--- src/rtl/keypad_scan.sv ---
// 4x4 active-low keypad scanner: row strobing, column sync, scan-level debounce, press pulse.
// Optional auto-repeat of key_pulse is built only when KEY_REPEAT_EN is defined.
module keypad_scan #(
  parameter int SCAN_DIV     = 25000,
  parameter int DEBOUNCE_CNT = 4,
  parameter int REPEAT_SCANS = 32
) (
  input  logic       clk,
  input  logic       rst,
  input  logic [3:0] key_col,
  output logic [3:0] key_row,
  output logic [4:0] key,
  output logic [4:0] key_pulse
);

  localparam int             DW       = $clog2(SCAN_DIV);
  localparam logic [DW-1:0]  DIV_LAST = DW'(SCAN_DIV - 1);
  localparam logic [3:0]     STAB_ACC = 4'(DEBOUNCE_CNT - 1);

  typedef enum logic {REL, PRS} state_e;

  logic [3:0]    col_s1_q, col_s2_q;
  logic [DW-1:0] div_q, div_d;
  logic [1:0]    row_q, row_d;
  logic          tc, scan_done;
  logic          acc_vld_q, acc_vld_d;
  logic [3:0]    acc_idx_q, acc_idx_d;
  logic [3:0]    pressed;
  logic          hit;
  logic [1:0]    col_idx;
  logic [4:0]    scan_res;
  logic [4:0]    prev_q, prev_d;
  logic [3:0]    stab_q, stab_d;
  logic          accept;
  logic          rpt_fire;
  state_e        state_q, state_d;
  logic [4:0]    key_q, key_d, pulse_q, pulse_d;

  assign key_row   = ~(4'b0001 << row_q);
  assign key       = key_q;
  assign key_pulse = pulse_q;

  assign tc        = (div_q == DIV_LAST);
  assign scan_done = tc && (row_q == 2'd3);
  assign pressed   = ~col_s2_q;
  assign hit       = |pressed;

  always_comb begin
    col_idx = 2'd3;
    if (pressed[2]) col_idx = 2'd2;
    if (pressed[1]) col_idx = 2'd1;
    if (pressed[0]) col_idx = 2'd0;
  end

  always_comb begin
    div_d = tc ? '0 : div_q + 1'b1;
    row_d = tc ? row_q + 2'd1 : row_q;
  end

  // Rows are visited in index order, so the first hit recorded is the lowest index.
  always_comb begin
    acc_vld_d = acc_vld_q;
    acc_idx_d = acc_idx_q;
    scan_res  = '0;
    if (tc && !acc_vld_q && hit) begin
      acc_vld_d = 1'b1;
      acc_idx_d = {row_q, col_idx};
    end
    if (scan_done) begin
      scan_res  = {acc_vld_d, acc_idx_d};
      acc_vld_d = 1'b0;
      acc_idx_d = '0;
    end
  end

  always_comb begin
    prev_d = prev_q;
    stab_d = stab_q;
    accept = 1'b0;
    if (scan_done) begin
      prev_d = scan_res;
      if (scan_res == prev_q) stab_d = (stab_q == 4'hF) ? stab_q : stab_q + 4'd1;
      else                    stab_d = '0;
      accept = (stab_d >= STAB_ACC) && (scan_res != key_q);
    end
  end

`ifdef KEY_REPEAT_EN
  localparam int RW = $clog2(REPEAT_SCANS) + 1;
  logic [RW-1:0] rpt_q, rpt_d, rpt_inc;

  assign rpt_inc = rpt_q + 1'b1;

  always_comb begin
    rpt_d    = rpt_q;
    rpt_fire = 1'b0;
    if (state_q != PRS || accept) begin
      rpt_d = '0;
    end else if (scan_done) begin
      if (rpt_inc == RW'(REPEAT_SCANS)) begin
        rpt_d    = '0;
        rpt_fire = 1'b1;
      end else begin
        rpt_d = rpt_inc;
      end
    end
  end

  always_ff @(posedge clk or posedge rst) begin
    if (rst) rpt_q <= '0;
    else     rpt_q <= rpt_d;
  end
`else
  assign rpt_fire = 1'b0;
`endif

  always_ff @(posedge clk or posedge rst) begin
    if (rst) begin
      col_s1_q  <= 4'hF;
      col_s2_q  <= 4'hF;
      div_q     <= '0;
      row_q     <= '0;
      acc_vld_q <= 1'b0;
      acc_idx_q <= '0;
      prev_q    <= '0;
      stab_q    <= '0;
      state_q   <= REL;
      key_q     <= '0;
      pulse_q   <= '0;
    end else begin
      col_s1_q  <= key_col;
      col_s2_q  <= col_s1_q;
      div_q     <= div_d;
      row_q     <= row_d;
      acc_vld_q <= acc_vld_d;
      acc_idx_q <= acc_idx_d;
      prev_q    <= prev_d;
      stab_q    <= stab_d;
      state_q   <= state_d;
      key_q     <= key_d;
      pulse_q   <= pulse_d;
    end
  end

  always_comb begin
    state_d = state_q;
    case (state_q)
      REL:     if (accept && scan_res[4])  state_d = PRS;
      PRS:     if (accept && !scan_res[4]) state_d = REL;
      default: state_d = REL;
    endcase
  end

  // A release acceptance loads key with 0 and, since the pulse mirrors the result, emits nothing.
  always_comb begin
    key_d   = key_q;
    pulse_d = '0;
    if (accept) begin
      key_d   = scan_res;
      pulse_d = scan_res;
    end else if (rpt_fire && state_q == PRS) begin
      pulse_d = key_q;
    end
  end

endmodule

--- config.mk ---
export PLATFORM = sky130hd
export DESIGN_NAME = keypad_scan
export DESIGN_NICKNAME = d
export VERILOG_FILES = /design/src/rtl/keypad_scan.sv
export SDC_FILE = /design/constraint.sdc
export NUM_CORES = 1
export LEC_CHECK = 0
export ABC_AREA = 1
export CAP_MARGIN = 20
export CORE_UTILIZATION = 40
export DETAILED_ROUTE_END_ITERATION = 16
export DONT_BUFFER_PORTS = 1
export GPL_ROUTABILITY_DRIVEN = 0
export GPL_TIMING_DRIVEN = 1
export PLACE_DENSITY_LB_ADDON = 0.08
export SETUP_SLACK_MARGIN = 0.1
export SLEW_MARGIN = 5
export SYNTH_ARGS = -nofsm -noshare
export SYNTH_HDL_FRONTEND = slang
export SYNTH_SLANG_ARGS = --single-unit
export TNS_END_PERCENT = 1
--- constraint.sdc ---
create_clock -name clk -period 3.8 [get_ports clk]
set_input_delay 0.19 -clock clk [delete_from_list [all_inputs] [get_ports clk]]
set_output_delay 0.19 -clock clk [all_outputs]
set_load 0.005 [all_outputs]
* Word level (Yosys, flattened, before mapping)
Cells that the tools add are included.
** Operators by class
- Add/subtract/negate cells :: 3
- Magnitude comparators :: 1
- Equality and inequality tests :: 5
- Shifts and indexed selects :: 1
- Multiplexer cells :: 14
- Bitwise operators :: 2
- Reductions and logical operators :: 6
** Operators with widths (count)
- $mux 4 :: 5
- $add 15x1->15 const B :: 1
- $eq 15x15->1 const B :: 1
- $mux 15 :: 1
- $mux 5 :: 2
- $not 4->4 :: 2
- $eq 5x5->1 :: 1
- $ne 5x5->1 :: 1
- $add 4x1->4 const B :: 1
- $eq 4x4->1 const B :: 1
- $ge 4x2->1 const B :: 1
- $logic_and 1x1->1 :: 4
- $mux 1 :: 4
- $mux 2 :: 2
- $reduce_or 4->1 :: 1
- $shl 1x2->4 const A :: 1
- $add 2x1->2 const B :: 1
- $eq 2x2->1 const B :: 1
- $logic_not 1->1 :: 1
** Storage, ports and cells
- Bits in registers :: 49
- Input port bits :: 6
- Output and inout port bits :: 14
- Logic and storage cells :: 42

* Depth between registers and ports, before layout
Gate-level depths: netlist (run 1).
- Depth after elaboration :: 13
- Mapped depth :: 17
- Depth with buffers taken out :: 17

* Worst setup path before layout (run 1)
No wires, ideal clock.
- Path type :: reg2reg
- Start point :: reg div_q[0]
- End point :: reg key_q[0], in the netlist key[0]
- Library setup time :: 118 ps
- Arrival time :: 1881 ps
- Data required time :: 3682 ps
- Path slack :: 1801 ps
- Stages on the path, launching flop included :: 17
- Buffers on the path :: 0
- Clock period less this slack :: 1999 ps
- Cell sequence :: dfrtp_1 -> ha_1 -> nand2_2 -> inv_1 -> nand3_1 -> nor2_1 -> nand3_1 -> nand2_1 -> nand3_1 -> nand2_1 -> nand3_2 -> nor2_4 -> o21ai_2 -> nand2_4 -> nand2_4 -> nand2_1 -> nand2_1
** On the way
- Cells in the longest elaborated chain, start to end :: 11
- Elaborated cells between the ends (all ways) :: 14
- Those cells by class :: order compare: 1; eq/ne: 3; mux: 6; reduce/logical: 4
** RTL lines
- from (decl) :: RTL line 23 : logic [DW-1:0] div_q, div_d;
- from (signal assigned) :: RTL line 133 : div_q <= div_d;
- $eq 15x15->1 (*) :: RTL line 43 : assign tc = (div_q == DIV_LAST);
- $logic_and 1x1->1 (2 in series) :: RTL line 65 : if (tc && !acc_vld_q && hit) begin
- $mux 4 or $mux 1 (tied branches) :: RTL line 65
- $mux 5 :: RTL line 69 : if (scan_done) begin
- $eq 5x5->1 :: RTL line 82 : if (scan_res == prev_q) stab_d = (stab_q == 4'hF) ? stab_q : stab_q + 4'd1;
- $mux 4 :: RTL line 82
- $mux 4 :: RTL line 80 : if (scan_done) begin
- $ge 4x2->1 :: RTL line 84 : accept = (stab_d >= STAB_ACC) && (scan_res != key_q);
- $logic_and 1x1->1 :: RTL line 84
- $mux 1 :: RTL line 80
- to (signal assigned) :: RTL line 140 : key_q <= key_d;
- to (decl) :: RTL line 37 : logic [4:0] key_q, key_d, pulse_q, pulse_d;
Mark *: on every way between the ends. The rest lies on a longest branch, timed or not. The select of a mux whose other input is x is not followed.
A chain may end at the register's enable or synchronous reset.

* Worst setup path after layout (run 1)
- Start point :: reg div_q[0]
- End point :: reg key_q[3], in the netlist key[3]
Same word-level chain as after synthesis.

==> results of run 1 <==
-- registers in the layout, summed over array words and instances, names as in the netlist --
name	cells
stab_q	4
col_s1_q	4
div_q	15
acc_vld_q	1
acc_idx_q	4
col_s2_q	4
row_q	2
key	5
prev_q	5
key_pulse	5
-- worst max-delay path, delay by kind of cell, from the launching register on --
| family | cells | cell delay (ps) |
|---|---|---|
| flops | 1 | 380 |
| fa+ha+maj | 1 | 210 |
| buf+inv | 1 | 90 |
| simple gates | 14 | 1680 |
-- power by group --
group	leakage, nW	internal, mW	switching (mW)
clock	0.0574	0.214	0.173
sequential	0.643	0.529	0.00139
combinational	0.766	0.00633	0.0122
total	1.47	0.749	0.187
-- cells in the final DEF, fill, tap and decap left out, drive strengths merged, types with 2 or more instances in the layout --
cell,count
nand3,30
nor2,42
clkinv,2
clkbuf,6
inv,54
nand2,75
dlygate4sd3,5
a21oi,12
xor2,4
nand4,9
dfstp,8
o21ai,15
dfrtp,41
ha,6
xnor2,2
nor3,6
-- routing by layer --
metal	wire length [um]	vias to the layer above	part of all wire (%)
li1	-	1008	-
met1	2700	899	53
met2	2120	32	42
met3	184	4	3.6
met4	48	0	0.95
met5	0	-	0
-- logic make-up (layout without fill, tap and decap cells) --
logic type                 after synthesis  count (layout)  synth area share, %
AOI/OAI and AO/OA                       31              31                 7.06
adders and majority gates                6               6                 2.94
DFF                                     49              49                 48.4
xor gates and xnor gates                 6               6                 2.06
and+or+nand+nor                        165             165                 30.7
buffers and inverters                   58              70                 8.82
-- cell type report --
class | count | area (sq um) | share of cell area, %
flip-flops and latches | 49 | 1240 | 43.8
multi-input cells | 208 | 1090 | 38.7
inverters | 56 | 210 | 7.45
well taps | 75 | 93.8 | 3.33
clock buffers | 6 | 82.6 | 2.93
repair buffers | 6 | 70.1 | 2.48
clock inverters | 2 | 37.5 | 1.33
-- through the flow --
step                total power [mW]  setup WS [ps]  hold slack [ps]  utilization [%]
detailed placement             0.553           1350              195             43.7
CTS                            0.954           1340             49.9             46.3
floorplan                      0.549           1800              194                -
global route                   0.978           1040              318             46.8
finish                         0.936           1350              289             46.8
global placement               0.553           1340              195             43.7
-- worst min-delay path by stage --
stage	startpoint	endpoint	slack, ps	cells after the start
CTS	rst	prev_q[3]$_DFFE_PP0P_	50	1
floorplan	key_col[0]	col_s1_q[0]$_DFF_PP1_	190	0
global route	rst	div_q[14]$_DFF_PP0_	320	2
detailed placement	key_col[3]	col_s1_q[3]$_DFF_PP1_	190	0
global placement	key_col[3]	col_s1_q[3]$_DFF_PP1_	190	0
finish	rst	div_q[9]$_DFF_PP0_	290	2
==> results.toml, run 1 <==
[critical_path]
worstSetupStartpointType = "flip-flop"
r2r.worst_path.cells = 16
critPathCaptureType = "flip-flop"
r2r_setup_slack_ps = 1350
timing.rr.start = "div_q[0]$_DFF_PP0_"
slowest_stage = "dfrtp_1"
critPathArrivalTime_ps = 2640
endpoint = "key[3]$_DFFE_PP0P_"
path_class = "reg -> reg"
slowest_delay_ps = 380
crit_path_max_fanout = 6
r2r_end = "key[3]$_DFFE_PP0P_"
crit_path_start = "div_q[0]$_DFF_PP0_"
crit_required_ps = 3990
path_cells = "ha_1 -> nand2_2 -> inv_1 -> nand3_1 -> nor2_1 -> nand3_1 -> nand2_1 -> nand3_1 -> nand2_1 -> nand2_1 -> nor2_1 -> nand4_1 -> nand2_4 -> nand2_4 -> nand2_1 -> nand2_1"
cpMostUsedCell = "nand2_1"

[global_route]
grt-ovfl-total = 0
use_met2_pct = 22.8
antenna_found_initial = 0
grt_start_max_net_pins = 50
busiest_layer = "met1"
track_usage_pct = 16.9
grt.met3_usage_pct = 4.44
grt_pass1_wl_mm = 8.38
first_global_vias = 1789
gr-usage-met1_pct = 25.8

[clock_network]
path_clk_slew_ps = 90
cts_hold_buf = 4
insertion_delay_ps = 300
cts_sinks = 49
cts_buffers = 5
post-cts-setup-buffers = 0
cts.repair.resized = 0
cts_tree = "yes"
htree_levels = 2
clockBufferDepth = 2
root_buffer = "clkbuf_8"

[cells_and_area]
nets = 338
n_antenna_cell = 0
drive_gt1_share_pct = 13.8
fill_cells = 609
area_growth_pct = 10.5
final_cells = 402
fin_area_sq_um = 2820

[place]
detailed_place_hpwl_mm = 3.76
placed_area_sq_um = 2630
dp.cells = 388
io_buffers = 0

[yosys]
synth.cell_area_sq_um = 2550
ys_seq_area_share_pct = 48.4
ys_top_cells_by_area = "dfrtp_1 (40%), nand2_1 (10%), dfstp_2 (8.2%), inv_1 (7.2%), nand3_1 (5.3%)"
yosysTopAreaCellShare_pct = 40.2
yosysTopAreaCell = "dfrtp_1"
synth_nets = 327
ys_async_sr_fraction_pct = 100
ys_warn_count = 0
synth_edf_count = 0
syn_inst = 315
ys_types = 30
syn_area_per_cell_sq_um = 8.10
synth.most_common_cell = "nand2_1"
ys_ff_latch = 49
synth_top_flop_cell = "dfrtp_1"
synth_top_cells_by_count = "nand2_1 (68), inv_1 (49), dfrtp_1 (41)"

[die]
die_y_um = 81.9
boundaryPins = 20
core_sq_um = 6030
die_w_um = 81.9
rows = 28
initial_core_util_pct = 42.4
die_area_sq_um = 6700

[sta]
rsz0062_at_grt = "false"
max_freq_mhz = 409
report.final.slew_viol_count = 0
finalSetupViolCount = 0
post-route-period-util_pct = 64.4
worst_slew_pin_slew_ps = 478
clock_skew_ps = 12.0
tns_ps = 0
slew_headroom_pct = 67.8
finalHoldViolCount = 0
min_period_ps = 2450

[drt]
viasPerCell = 4.83
drc = 0
dr.pass1.iters = 4
drt-initial-drc-count = 157
vias = 1943
wirelength_mm = 5.05
wl_per_cell_um = 12.6
ant_nets = 0

[power_and_ir_drop]
power_leakage_nw = 1.47
power.density_nw_per_um2 = 332
ir_drop_mv = 0.197

[flow_run]
max_cap_violations = 0

[outcome]
status = "finished clean"

[hold_path]
hold_class = "in -> async"
Note: power is estimated with default switching activity, not from simulation.
==> run 2: changes to the inputs <==
- clock period: 3.8 -> 2.15 ns (I/O delays scaled with it)
==> results.toml, run 2 (synthesis results as in run 1) <==
[sta]
worst_slew_pin_slew_ps = 665
finalHoldViolCount = 0
finalSetupViolCount = 3
rsz0062_at_grt = "true"
worst_slack_ps = -9.06
min_period_ps = 2160
post-route-period-util_pct = 100
tns_ps = -16.5
clock_skew_ps = 5.84
whs_ps = 346
slew_headroom_pct = 55.6
max_freq_mhz = 463
report.final.slew_viol_count = 0

[flow_run]
max_cap_violations = 0

[drt]
drc = 0
wirelength_mm = 5.69
vias = 2119
dr.pass1.iters = 4
wl_per_cell_um = 12.9
ant_nets = 0
drt-initial-drc-count = 105
viasPerCell = 4.82

[power_and_ir_drop]
p_sw_share_pct = 21.8
clkPwrFrac_pct = 35.2
intPower_mw = 1.17
p_switching_mw = 0.327
seqPwrFrac_pct = 62.4
pwr-share-comb_pct = 2.4
ir_drop_mv = 0.388
power_leakage_nw = 1.69
power.density_nw_per_um2 = 451

[critical_path]
critPathCaptureType = "flip-flop"
worstSetupStartpointType = "flip-flop"
cp_top_family = "simple AND/OR/NAND/NOR gates"
slowest_stage = "dfrtp_1"
path_class = "reg -> reg"
crit_path_max_fanout = 6
path_cells = "ha_4 -> nand2_4 -> nor2_4 -> nand3_4 -> nand2_2 -> nand3_1 -> or2_1 -> nand3_2 -> nor2_4 -> a21oi_4 -> nand2_8 -> nand2_2 -> nand2_2"
path_buf_inv = 0
critPathArrivalTime_ps = 2360
slowest_delay_ps = 400
cpMostUsedCell = "nand2_2"
crit_required_ps = 2350

[cells_and_area]
area_growth_pct = 30.2
n_antenna_cell = 0
final_cell_mix = "inv_1 (43), nand2_1 (42), dfrtp_1 (40)"
largest_register = "div_q"
fill_cells = 551
nets = 376
drive_gt1_share_pct = 37.5
final_cells = 440
final_common_cell = "inv_1"
largest_register_ffs = 15

[clock_network]
cts_sinks = 49
insertion_delay_ps = 300
cts_tree = "yes"
htree_levels = 2
root_buffer = "clkbuf_8"
clockBufferDepth = 2
cts_buffers = 5
path_clk_slew_ps = 90

[global_route]
grt-ovfl-total = 0
antenna_found_initial = 0
first_global_vias = 2040
grt_pass1_wl_mm = 9.63
grt_start_max_net_pins = 30
track_usage_pct = 19.0

[die]
rows = 28
die_y_um = 81.9
initial_core_util_pct = 42.4
boundaryPins = 20
die_w_um = 81.9
die_area_sq_um = 6700
core_sq_um = 6030

[place]
post-place-ws_ps = -99.6
dp.cells = 409
detailed_place_hpwl_mm = 4.11
io_buffers = 0

[hold_path]
hold_class = "in -> reg"

[outcome]
status = "complete, but fails checks"
violations = "setup timing"
run 2: cell types whose count changed in the layout (fill, tap and decap cells not counted), moves of 2 or more:
| cell | before | now |
|---|---|---|
| clkinv_2 | 0 | 3 |
| inv_1 | 48 | 43 |
| buf_4 | 0 | 36 |
| nor2_4 | 3 | 12 |
| nand2_2 | 4 | 25 |
| nand2_4 | 3 | 7 |
| buf_6 | 0 | 2 |
| nand3_2 | 3 | 10 |
| nor2_1 | 32 | 21 |
| nand3_1 | 27 | 19 |
| nand2_1 | 68 | 42 |
| nor2_2 | 7 | 9 |
| inv_2 | 6 | 11 |
run 2: routing by layer:
| metal | global-route usage (%) | share of wire, % | vias to the layer above |
|---|---|---|---|
| li1 | - | - | 1092 |
| met1 | 28.4 | 52 | 997 |
| met2 | 27.9 | 44 | 26 |
| met3 | 3.78 | 3.3 | 4 |
| met4 | 4.39 | 0.67 | 0 |
| met5 | 0 | 0 | - |
run 2: path summary, 6_finish.rpt:
path / start / to / slack, ps / cells past startpoint
worst min register to register: col_s1_q[2]$_DFF_PP1_ / col_s2_q[2]$_DFF_PP1_ / 360 / 0
min in group asynchronous: rst / div_q[10]$_DFF_PP0_ / 360 / 2
max in group asynchronous: rst / col_s2_q[1]$_DFF_PP1_ / 1180 / 3
worst max-delay path: div_q[0]$_DFF_PP0_ / key[3]$_DFFE_PP0P_ / -9 / 13
worst min-delay path: key_col[0] / col_s1_q[0]$_DFF_PP1_ / 350 / 1
worst max register to register: div_q[0]$_DFF_PP0_ / key[3]$_DFFE_PP0P_ / -9 / 13
run 2: power groups by stage:
stage	combinational [mW]	sequential (mW)	clock, mW
2_1_floorplan	0.0164	0.954	0
3_3_place_gp	0.0288	0.954	0
3_5_place_dp	0.0288	0.955	0
4_1_cts	0.0372	0.937	0.554
5_1_grt	0.0419	0.938	0.585
6_report	0.0358	0.937	0.528
run 2: timing repair:
action | CTS | global route
setup endpoints to repair | 14 | 19
setup buffers | 12 | 6
gates cloned | 0 | 0
resized for setup | 44 | 30
hold buffers | 5 | 0
endpoints found under the hold margin | 31 | 0
pin swaps | 34 | 28
run 2: through the flow:
| step | power (mW) | utilization, % | instance area, sq um |
|---|---|---|---|
| 2_1_floorplan | 0.970 | - | 2550 |
| 3_3_place_gp | 0.983 | 46.5 | 2800 |
| 3_5_place_dp | 0.984 | 46.5 | 2800 |
| 4_1_cts | 1.53 | 52.7 | 3180 |
| 5_1_grt | 1.56 | 55.1 | 3320 |
| 6_report | 1.50 | 55.1 | 3320 |
run 2: worst register-to-register path, stage by stage (launching register included):
cell and delay [ps]:
dfrtp_1 400, ha_4 170, nand2_4 80, nor2_4 190, nand3_4 150, nand2_2 130
nand3_1 90, or2_1 230, nand3_2 90, nor2_4 40, a21oi_4 260, nand2_8 100
nand2_2 70, nand2_2 40
run 2: final cells by class:
class	instances	area [sq um]	area share (%)
multi-input cells	208	1340	40.2
flip-flops and latches	49	1240	37.2
repair buffers	44	363	10.9
inverters	56	211	6.36
well taps	75	93.8	2.82
clock buffers	6	72.6	2.18
clock inverters	2	10.0	0.301
